### src/rtl/axil_fe_pkg.sv
// -----------------------------------------------------------------------------
// axil_fe_pkg
// Shared types and constants for the AXI4-Lite slave front-end.
//   resp_t      : AXI response codes (OKAY / SLVERR)
//   wr_state_t  : write channel FSM states
//   rd_state_t  : read channel FSM states
// Build option: define AXIL_FE_SLVERR_EN to answer illegal register indices
// with SLVERR and suppress the register-block strobe. Without it every
// response is OKAY and the raw address is forwarded (the block aliases).
// -----------------------------------------------------------------------------
package axil_fe_pkg;

   localparam int unsigned AXIL_FE_ADDR_W   = 4;
   localparam int unsigned AXIL_FE_DATA_W   = 32;
   localparam int unsigned AXIL_FE_NUM_REGS = 4;

`ifdef AXIL_FE_SLVERR_EN
   localparam bit AXIL_FE_SLVERR = 1'b1;
`else
   localparam bit AXIL_FE_SLVERR = 1'b0;
`endif

   typedef enum logic [1:0] {
      RESP_OKAY   = 2'b00,
      RESP_SLVERR = 2'b10
   } resp_t;

   typedef enum logic [1:0] {
      W_IDLE = 2'd0,
      W_EXEC = 2'd1,
      W_RESP = 2'd2
   } wr_state_t;

   typedef enum logic [1:0] {
      R_IDLE = 2'd0,
      R_EXEC = 2'd1,
      R_CAP  = 2'd2,
      R_RESP = 2'd3
   } rd_state_t;

   // A register index is implemented when it is below the register count.
   function automatic logic idx_legal(input logic [31:0] idx, input int unsigned num_regs);
      return (idx < num_regs);
   endfunction

   // Map "access may proceed" onto the AXI response code.
   function automatic resp_t resp_for(input logic ok);
      return ok ? RESP_OKAY : RESP_SLVERR;
   endfunction

endpackage

### src/rtl/axil_fe_rd_ch.sv
// -----------------------------------------------------------------------------
// axil_fe_rd_ch
// Read channel of the AXI4-Lite front-end: AR capture, one-cycle rd_en strobe,
// rd_data capture one cycle later, RVALID held until RREADY.
// Ports: clk/rst (sync, active-high); AR channel (ARVALID/ARREADY/ARADDR);
//        R channel (RVALID/RREADY/RDATA/RRESP); register side (rd_en,
//        rd_addr, rd_data); stall holds R_EXEC while the write path strobes.
// Build option: AXIL_FE_SLVERR_EN (see axil_fe_pkg).
// -----------------------------------------------------------------------------
module axil_fe_rd_ch
   import axil_fe_pkg::*;
#(
   parameter int unsigned ADDR_W   = AXIL_FE_ADDR_W,
   parameter int unsigned DATA_W   = AXIL_FE_DATA_W,
   parameter int unsigned NUM_REGS = AXIL_FE_NUM_REGS
) (
   input  logic              clk,
   input  logic              rst,
   input  logic              ARVALID,
   output logic              ARREADY,
   input  logic [ADDR_W-1:0] ARADDR,
   output logic              RVALID,
   input  logic              RREADY,
   output logic [DATA_W-1:0] RDATA,
   output logic [1:0]        RRESP,
   output logic              rd_en,
   output logic [ADDR_W-1:0] rd_addr,
   input  logic [DATA_W-1:0] rd_data,
   input  logic              stall
);

   rd_state_t         r_state_q, r_state_d;
   logic [ADDR_W-1:0] araddr_q, araddr_d;
   logic [DATA_W-1:0] rdata_q, rdata_d;
   resp_t             rresp_q, rresp_d;
   logic              arready_q;
   logic              ar_fire_s;
   logic              rd_ok_s;

   assign ar_fire_s = ARVALID && arready_q;
   // Without SLVERR support every address is forwarded as-is.
   assign rd_ok_s   = !AXIL_FE_SLVERR || idx_legal(32'(araddr_q[ADDR_W-1:2]), NUM_REGS);

   // Next-state and capture logic for the read FSM.
   always_comb begin
      r_state_d = r_state_q;
      araddr_d  = araddr_q;
      rdata_d   = rdata_q;
      rresp_d   = rresp_q;
      case (r_state_q)
         R_IDLE: begin
            if (ar_fire_s) begin
               araddr_d  = ARADDR;
               r_state_d = R_EXEC;
            end else begin
               r_state_d = R_IDLE;
            end
         end
         R_EXEC: begin
            // The write strobe owns this cycle; retry the read next cycle.
            if (!stall) begin
               r_state_d = R_CAP;
            end else begin
               r_state_d = R_EXEC;
            end
         end
         R_CAP: begin
            rdata_d   = rd_ok_s ? rd_data : {DATA_W{1'b0}};
            rresp_d   = resp_for(rd_ok_s);
            r_state_d = R_RESP;
         end
         R_RESP: begin
            if (RREADY) begin
               r_state_d = R_IDLE;
            end else begin
               r_state_d = R_RESP;
            end
         end
         default: r_state_d = R_IDLE;
      endcase
   end

   // State and data registers; ARREADY is registered so it is low in reset.
   always_ff @(posedge clk) begin
      if (rst) begin
         r_state_q <= R_IDLE;
         araddr_q  <= {ADDR_W{1'b0}};
         rdata_q   <= {DATA_W{1'b0}};
         rresp_q   <= RESP_OKAY;
         arready_q <= 1'b0;
      end else begin
         r_state_q <= r_state_d;
         araddr_q  <= araddr_d;
         rdata_q   <= rdata_d;
         rresp_q   <= rresp_d;
         arready_q <= (r_state_d == R_IDLE);
      end
   end

   assign ARREADY = arready_q;
   assign RVALID  = (r_state_q == R_RESP);
   assign RDATA   = rdata_q;
   assign RRESP   = rresp_q;
   assign rd_en   = (r_state_q == R_EXEC) && !stall && rd_ok_s;
   assign rd_addr = araddr_q;

endmodule

### src/rtl/axi4lite_slave_fe.sv
// -----------------------------------------------------------------------------
// axi4lite_slave_fe
// AXI4-Lite slave front-end for the timer register block. Captures AW and W
// independently, issues a one-cycle wr_en strobe, holds BVALID until BREADY;
// the read channel lives in axil_fe_rd_ch and is stalled for one cycle when
// a write strobe would collide with the read strobe (write wins).
// Ports: clk/rst (sync, active-high); AXI4-Lite AW/W/B/AR/R channels;
//        register side wr_en/wr_addr/wr_data/wr_strb, rd_en/rd_addr/rd_data.
// Build option: AXIL_FE_SLVERR_EN (see axil_fe_pkg).
// -----------------------------------------------------------------------------
module axi4lite_slave_fe
   import axil_fe_pkg::*;
#(
   parameter int unsigned ADDR_W   = AXIL_FE_ADDR_W,
   parameter int unsigned DATA_W   = AXIL_FE_DATA_W,
   parameter int unsigned NUM_REGS = AXIL_FE_NUM_REGS
) (
   input  logic                clk,
   input  logic                rst,
   input  logic                AWVALID,
   output logic                AWREADY,
   input  logic [ADDR_W-1:0]   AWADDR,
   input  logic                WVALID,
   output logic                WREADY,
   input  logic [DATA_W-1:0]   WDATA,
   input  logic [DATA_W/8-1:0] WSTRB,
   output logic                BVALID,
   input  logic                BREADY,
   output logic [1:0]          BRESP,
   input  logic                ARVALID,
   output logic                ARREADY,
   input  logic [ADDR_W-1:0]   ARADDR,
   output logic                RVALID,
   input  logic                RREADY,
   output logic [DATA_W-1:0]   RDATA,
   output logic [1:0]          RRESP,
   output logic                wr_en,
   output logic [ADDR_W-1:0]   wr_addr,
   output logic [DATA_W-1:0]   wr_data,
   output logic [DATA_W/8-1:0] wr_strb,
   output logic                rd_en,
   output logic [ADDR_W-1:0]   rd_addr,
   input  logic [DATA_W-1:0]   rd_data
);

   wr_state_t           w_state_q, w_state_d;
   logic                aw_held_q, aw_held_d;
   logic                w_held_q, w_held_d;
   logic [ADDR_W-1:0]   awaddr_q, awaddr_d;
   logic [DATA_W-1:0]   wdata_q, wdata_d;
   logic [DATA_W/8-1:0] wstrb_q, wstrb_d;
   resp_t               bresp_q, bresp_d;
   logic                awready_q, wready_q;
   logic                aw_fire_s, w_fire_s, wr_ok_s, stall_s;

   assign aw_fire_s = AWVALID && awready_q;
   assign w_fire_s  = WVALID && wready_q;
   assign wr_ok_s   = !AXIL_FE_SLVERR || idx_legal(32'(awaddr_q[ADDR_W-1:2]), NUM_REGS);
   assign stall_s   = (w_state_q == W_EXEC);

   // Next-state and capture logic for the write FSM.
   always_comb begin
      w_state_d = w_state_q;
      aw_held_d = aw_held_q;
      w_held_d  = w_held_q;
      awaddr_d  = awaddr_q;
      wdata_d   = wdata_q;
      wstrb_d   = wstrb_q;
      bresp_d   = bresp_q;
      case (w_state_q)
         W_IDLE: begin
            if (aw_fire_s) begin
               aw_held_d = 1'b1;
               awaddr_d  = AWADDR;
            end else begin
               aw_held_d = aw_held_q;
            end
            if (w_fire_s) begin
               w_held_d = 1'b1;
               wdata_d  = WDATA;
               wstrb_d  = WSTRB;
            end else begin
               w_held_d = w_held_q;
            end
            // Either order, or both in the same cycle.
            if (aw_held_d && w_held_d) begin
               w_state_d = W_EXEC;
            end else begin
               w_state_d = W_IDLE;
            end
         end
         W_EXEC: begin
            aw_held_d = 1'b0;
            w_held_d  = 1'b0;
            bresp_d   = resp_for(wr_ok_s);
            w_state_d = W_RESP;
         end
         W_RESP: begin
            if (BREADY) begin
               w_state_d = W_IDLE;
            end else begin
               w_state_d = W_RESP;
            end
         end
         default: w_state_d = W_IDLE;
      endcase
   end

   // State and capture registers; READYs are registered so they are low in reset.
   always_ff @(posedge clk) begin
      if (rst) begin
         w_state_q <= W_IDLE;
         aw_held_q <= 1'b0;
         w_held_q  <= 1'b0;
         awaddr_q  <= {ADDR_W{1'b0}};
         wdata_q   <= {DATA_W{1'b0}};
         wstrb_q   <= {(DATA_W/8){1'b0}};
         bresp_q   <= RESP_OKAY;
         awready_q <= 1'b0;
         wready_q  <= 1'b0;
      end else begin
         w_state_q <= w_state_d;
         aw_held_q <= aw_held_d;
         w_held_q  <= w_held_d;
         awaddr_q  <= awaddr_d;
         wdata_q   <= wdata_d;
         wstrb_q   <= wstrb_d;
         bresp_q   <= bresp_d;
         awready_q <= (w_state_d == W_IDLE) && !aw_held_d;
         wready_q  <= (w_state_d == W_IDLE) && !w_held_d;
      end
   end

   assign AWREADY = awready_q;
   assign WREADY  = wready_q;
   assign BVALID  = (w_state_q == W_RESP);
   assign BRESP   = bresp_q;
   assign wr_en   = (w_state_q == W_EXEC) && wr_ok_s;
   assign wr_addr = awaddr_q;
   assign wr_data = wdata_q;
   assign wr_strb = wstrb_q;

   axil_fe_rd_ch #(
      .ADDR_W   (ADDR_W),
      .DATA_W   (DATA_W),
      .NUM_REGS (NUM_REGS)
   ) u_rd_ch (
      .clk     (clk),
      .rst     (rst),
      .ARVALID (ARVALID),
      .ARREADY (ARREADY),
      .ARADDR  (ARADDR),
      .RVALID  (RVALID),
      .RREADY  (RREADY),
      .RDATA   (RDATA),
      .RRESP   (RRESP),
      .rd_en   (rd_en),
      .rd_addr (rd_addr),
      .rd_data (rd_data),
      .stall   (stall_s)
   );

endmodule
### config.mk
export PLATFORM = sky130hd
export DESIGN_NAME = axi4lite_slave_fe
export DESIGN_NICKNAME = d
export VERILOG_FILES = /design/src/rtl/axil_fe_pkg.sv /design/src/rtl/axil_fe_rd_ch.sv /design/src/rtl/axi4lite_slave_fe.sv
export SDC_FILE = /design/constraint.sdc
export NUM_CORES = 1
export LEC_CHECK = 0
export ABC_AREA = 1
export BUFFER_PORTS_ARGS = -buffer_cell sky130_fd_sc_hd__buf_2
export CAP_MARGIN = 20
export CELL_PAD_IN_SITES_DETAIL_PLACEMENT = 0
export CELL_PAD_IN_SITES_GLOBAL_PLACEMENT = 1
export CORE_UTILIZATION = 30
export DETAILED_ROUTE_END_ITERATION = 7
export PLACE_DENSITY_LB_ADDON = 0.1
export SETUP_SLACK_MARGIN = 0.05
export SKIP_LAST_GASP = 1
export SLEW_MARGIN = 20
export SYNTH_ARGS = -nofsm -noshare
export SYNTH_HDL_FRONTEND = slang
export SYNTH_SLANG_ARGS = --single-unit
### constraint.sdc
create_clock -name clk -period 1.51 [get_ports clk]
set_input_delay 0.302 -clock clk [delete_from_list [all_inputs] [get_ports clk]]
set_output_delay 0.302 -clock clk [all_outputs]
set_load 0.01 [all_outputs]
==> metrics.txt <==
crit path kind=reg2out; vias in the first global route=2,854; CP cell instances=inv_2 > nand2_2 > inv_2 > nand2_2 > inv_2 > buf_6; initial antenna violation count=0; Fin. Hold Viols=0; number of port buffers=165; Setup crit end kind=output pin; Mean Syn Cell Area=7.76 sq um; CTS Buf Count=9; Top-Level Pins=170; Seq/Total Area, Yosys=54.9%; layout cell share with drive strength beyond 1=36.8%; Fmax=722 MHz; Yosys warnings=0; #FFs+latches synth=85; H-tree level count=3; Layout Skew=8.50 ps; Yosys cell types=19; number of detailed-route iterations in the first pass=4; root buffer cell=clkbuf_8; Final GP Congestion=0.736; Iter 0 DRT Violations=88; DRT Wirelength=8.35 mm; power per cell area=1300 nW/um^2; Multi-input gate area=1170 sq um; fillers=1,078; DR DRC count=0; area of the core=9910 sq um; Initial Utilization=31.2%; placed cells=681; Worst path most repeated cell=inv_2; M1 WL=3.66 mm; Internal=3.90 mW; Tmin final=1380 ps; unrepaired setup endpoints after global routing=true; Switch Pwr=1.68 mW; register area=1710 sq um; Clk pwr share=30.3%; Worst Hold Class=in2reg; Final Util=43.1%; vias=3,015; Max FO, Critical Path=3; Syn Std Cell Area=3100 sq um; Met3 Wirelength=698 um; Final TNS setup=0 ps; sequential share of power=47.9%; crit path DAT=1080 ps; Setup crit start kind=register; Lkg Pwr=2.23 nW; CTS sink count=85; CP max-delay cell=dfxtp_2; global-route wire length before repair=13.4 mm; Avg WL per Cell=11.9 um; Die Height=104 um; width of the die=104 um; max incr delay on CP=330 ps; final net count=646; CTS tree=built; Cell Rows=36; Detail Route Antenna Nets=0; CP required=1210 ps; Max-Cap Viols=0; latest clock arrival within the worst-skew pair=350 ps; Setup violations, final=0; grt ovf=0; combinational share of power=21.9%; Synth-to-Final Area Change=38.1%; Final Non-Filler Cells=702; status=complete, no violations; Syn Inst Count=399; DR vias/cell=4.29; Final Max Slew Viols=0; clock slew at reported path FFs=90 ps; DR WL met2=3.90 mm; Peak VDD IR=0.000534 V; DPL Wire Length=5.67 mm; die area=10,700 sq um; net switching fraction of the power=30.1%; top sig layer=met4; CTS Buffer Depth=2; Pwr Total=5.58 mW; Period Utilization, post-route=91.7%; largest net degree at the start of global routing=43; GRT Resource Usage Total=15.4%
per-stage QoR:
stage               hold WS (ps)  worst slack (ps)  instance area [sq um]
detailed placement           468               211                   4010
global route                 149              36.2                   4270
finish                       164               125                   4280
CTS                          145              54.7                   4250
floorplan                    371               422                   3110
global placement             458               252                   4010
layer usage:
layer  up-vias  track usage [%]
met1      1335             17.2
met5         -                0
met3         6             6.73
met2       103             26.4
met4         0             4.35
li1       1571                -
cell usage after synthesis, drive strengths merged:
| library cell | count | area share [%] |
|---|---|---|
| clkbuf | 6 | 0.73 |
| nor2 | 164 | 20 |
| o21ai | 76 | 13 |
| nand2 | 20 | 2.7 |
| nand3 | 6 | 0.97 |
| buf | 19 | 4.8 |
| inv | 19 | 2.4 |
| conb | 1 | 0.12 |
| dfxtp | 85 | 55 |
| a21oi | 3 | 0.48 |
placed cells by master, fill, tap and decap left out, drive strengths merged:
cell and n:
a21oi 3, buf 175, bufinv 1, clkbuf 11, clkinv 2, clkinvlp 2
conb 4, dfxtp 85, diode 1, inv 19, nand2 20, nand3 6
nor2 164, o21ai 76
cell type report:
class                   count  share of cell area, %
diodes                      1                 0.0585
clock buffers              11                   3.54
clock inverters             5                   1.38
inverters                  19                   1.73
multi-input cells         273                   27.3
flip-flops and latches     85                   40.0
well taps                 133                   3.89
repair buffers            175                   22.1
kinds of logic (layout without fill, tap and decap cells):
group | count (synthesis) | in the layout | synth area share (%)
simple gates | 190 | 190 | 24.0
flops | 85 | 85 | 54.9
compound gates | 79 | 79 | 13.0
buf+inv | 44 | 210 | 7.92
other cells | 1 | 5 | 0.121
what timing repair did:
| item | in CTS | in global routing |
|---|---|---|
| pin swaps | 0 | 1 |
| buffers inserted | 2 | 2 |
| hold buffers | 0 | 0 |
| gates resized for setup | 6 | 6 |
| setup endpoints to repair | 2 | 1 |
worst paths after layout:
kind              depth (start not counted)  slack, ps            startpoint                to
setup / recovery                          6        130  u_rd_ch.r_state_q[1]             rd_en
hold / removal                            3        160            rd_data[4]  u_rd_ch.RDATA[4]
setup reg to reg                          5        260          w_state_q[0]       wr_data[20]
hold reg to reg                           2        480            wr_data[9]        wr_data[9]
state kept, by name, summed over array words and instances (netlist names):
name	cells
w_held_q	1
wr_addr	4
aw_held_q	1
w_state_q	2
wr_data	32
wr_strb	4
u_rd_ch.ARREADY	1
u_rd_ch.RDATA	32
u_rd_ch.r_state_q	2
WREADY	1
AWREADY	1
u_rd_ch.rd_addr	4
worst max-delay path: cells and delay by family (launching register included):
kind | cells | cell delay, ps
flops | 1 | 330
buf+inv | 4 | 280
simple gates | 2 | 130
power by group through the flow:
stage / Clock [mW] / Sequential (mW) / Combinational (mW)
after floorplan: 0 / 2.85 / 0.583
after global placement: 0 / 2.71 / 1.19
after detailed placement: 0 / 2.72 / 1.21
after CTS: 1.76 / 2.67 / 1.22
after global routing: 1.84 / 2.71 / 1.37
final: 1.69 / 2.67 / 1.22
Note: power is estimated with default switching activity, not from simulation.
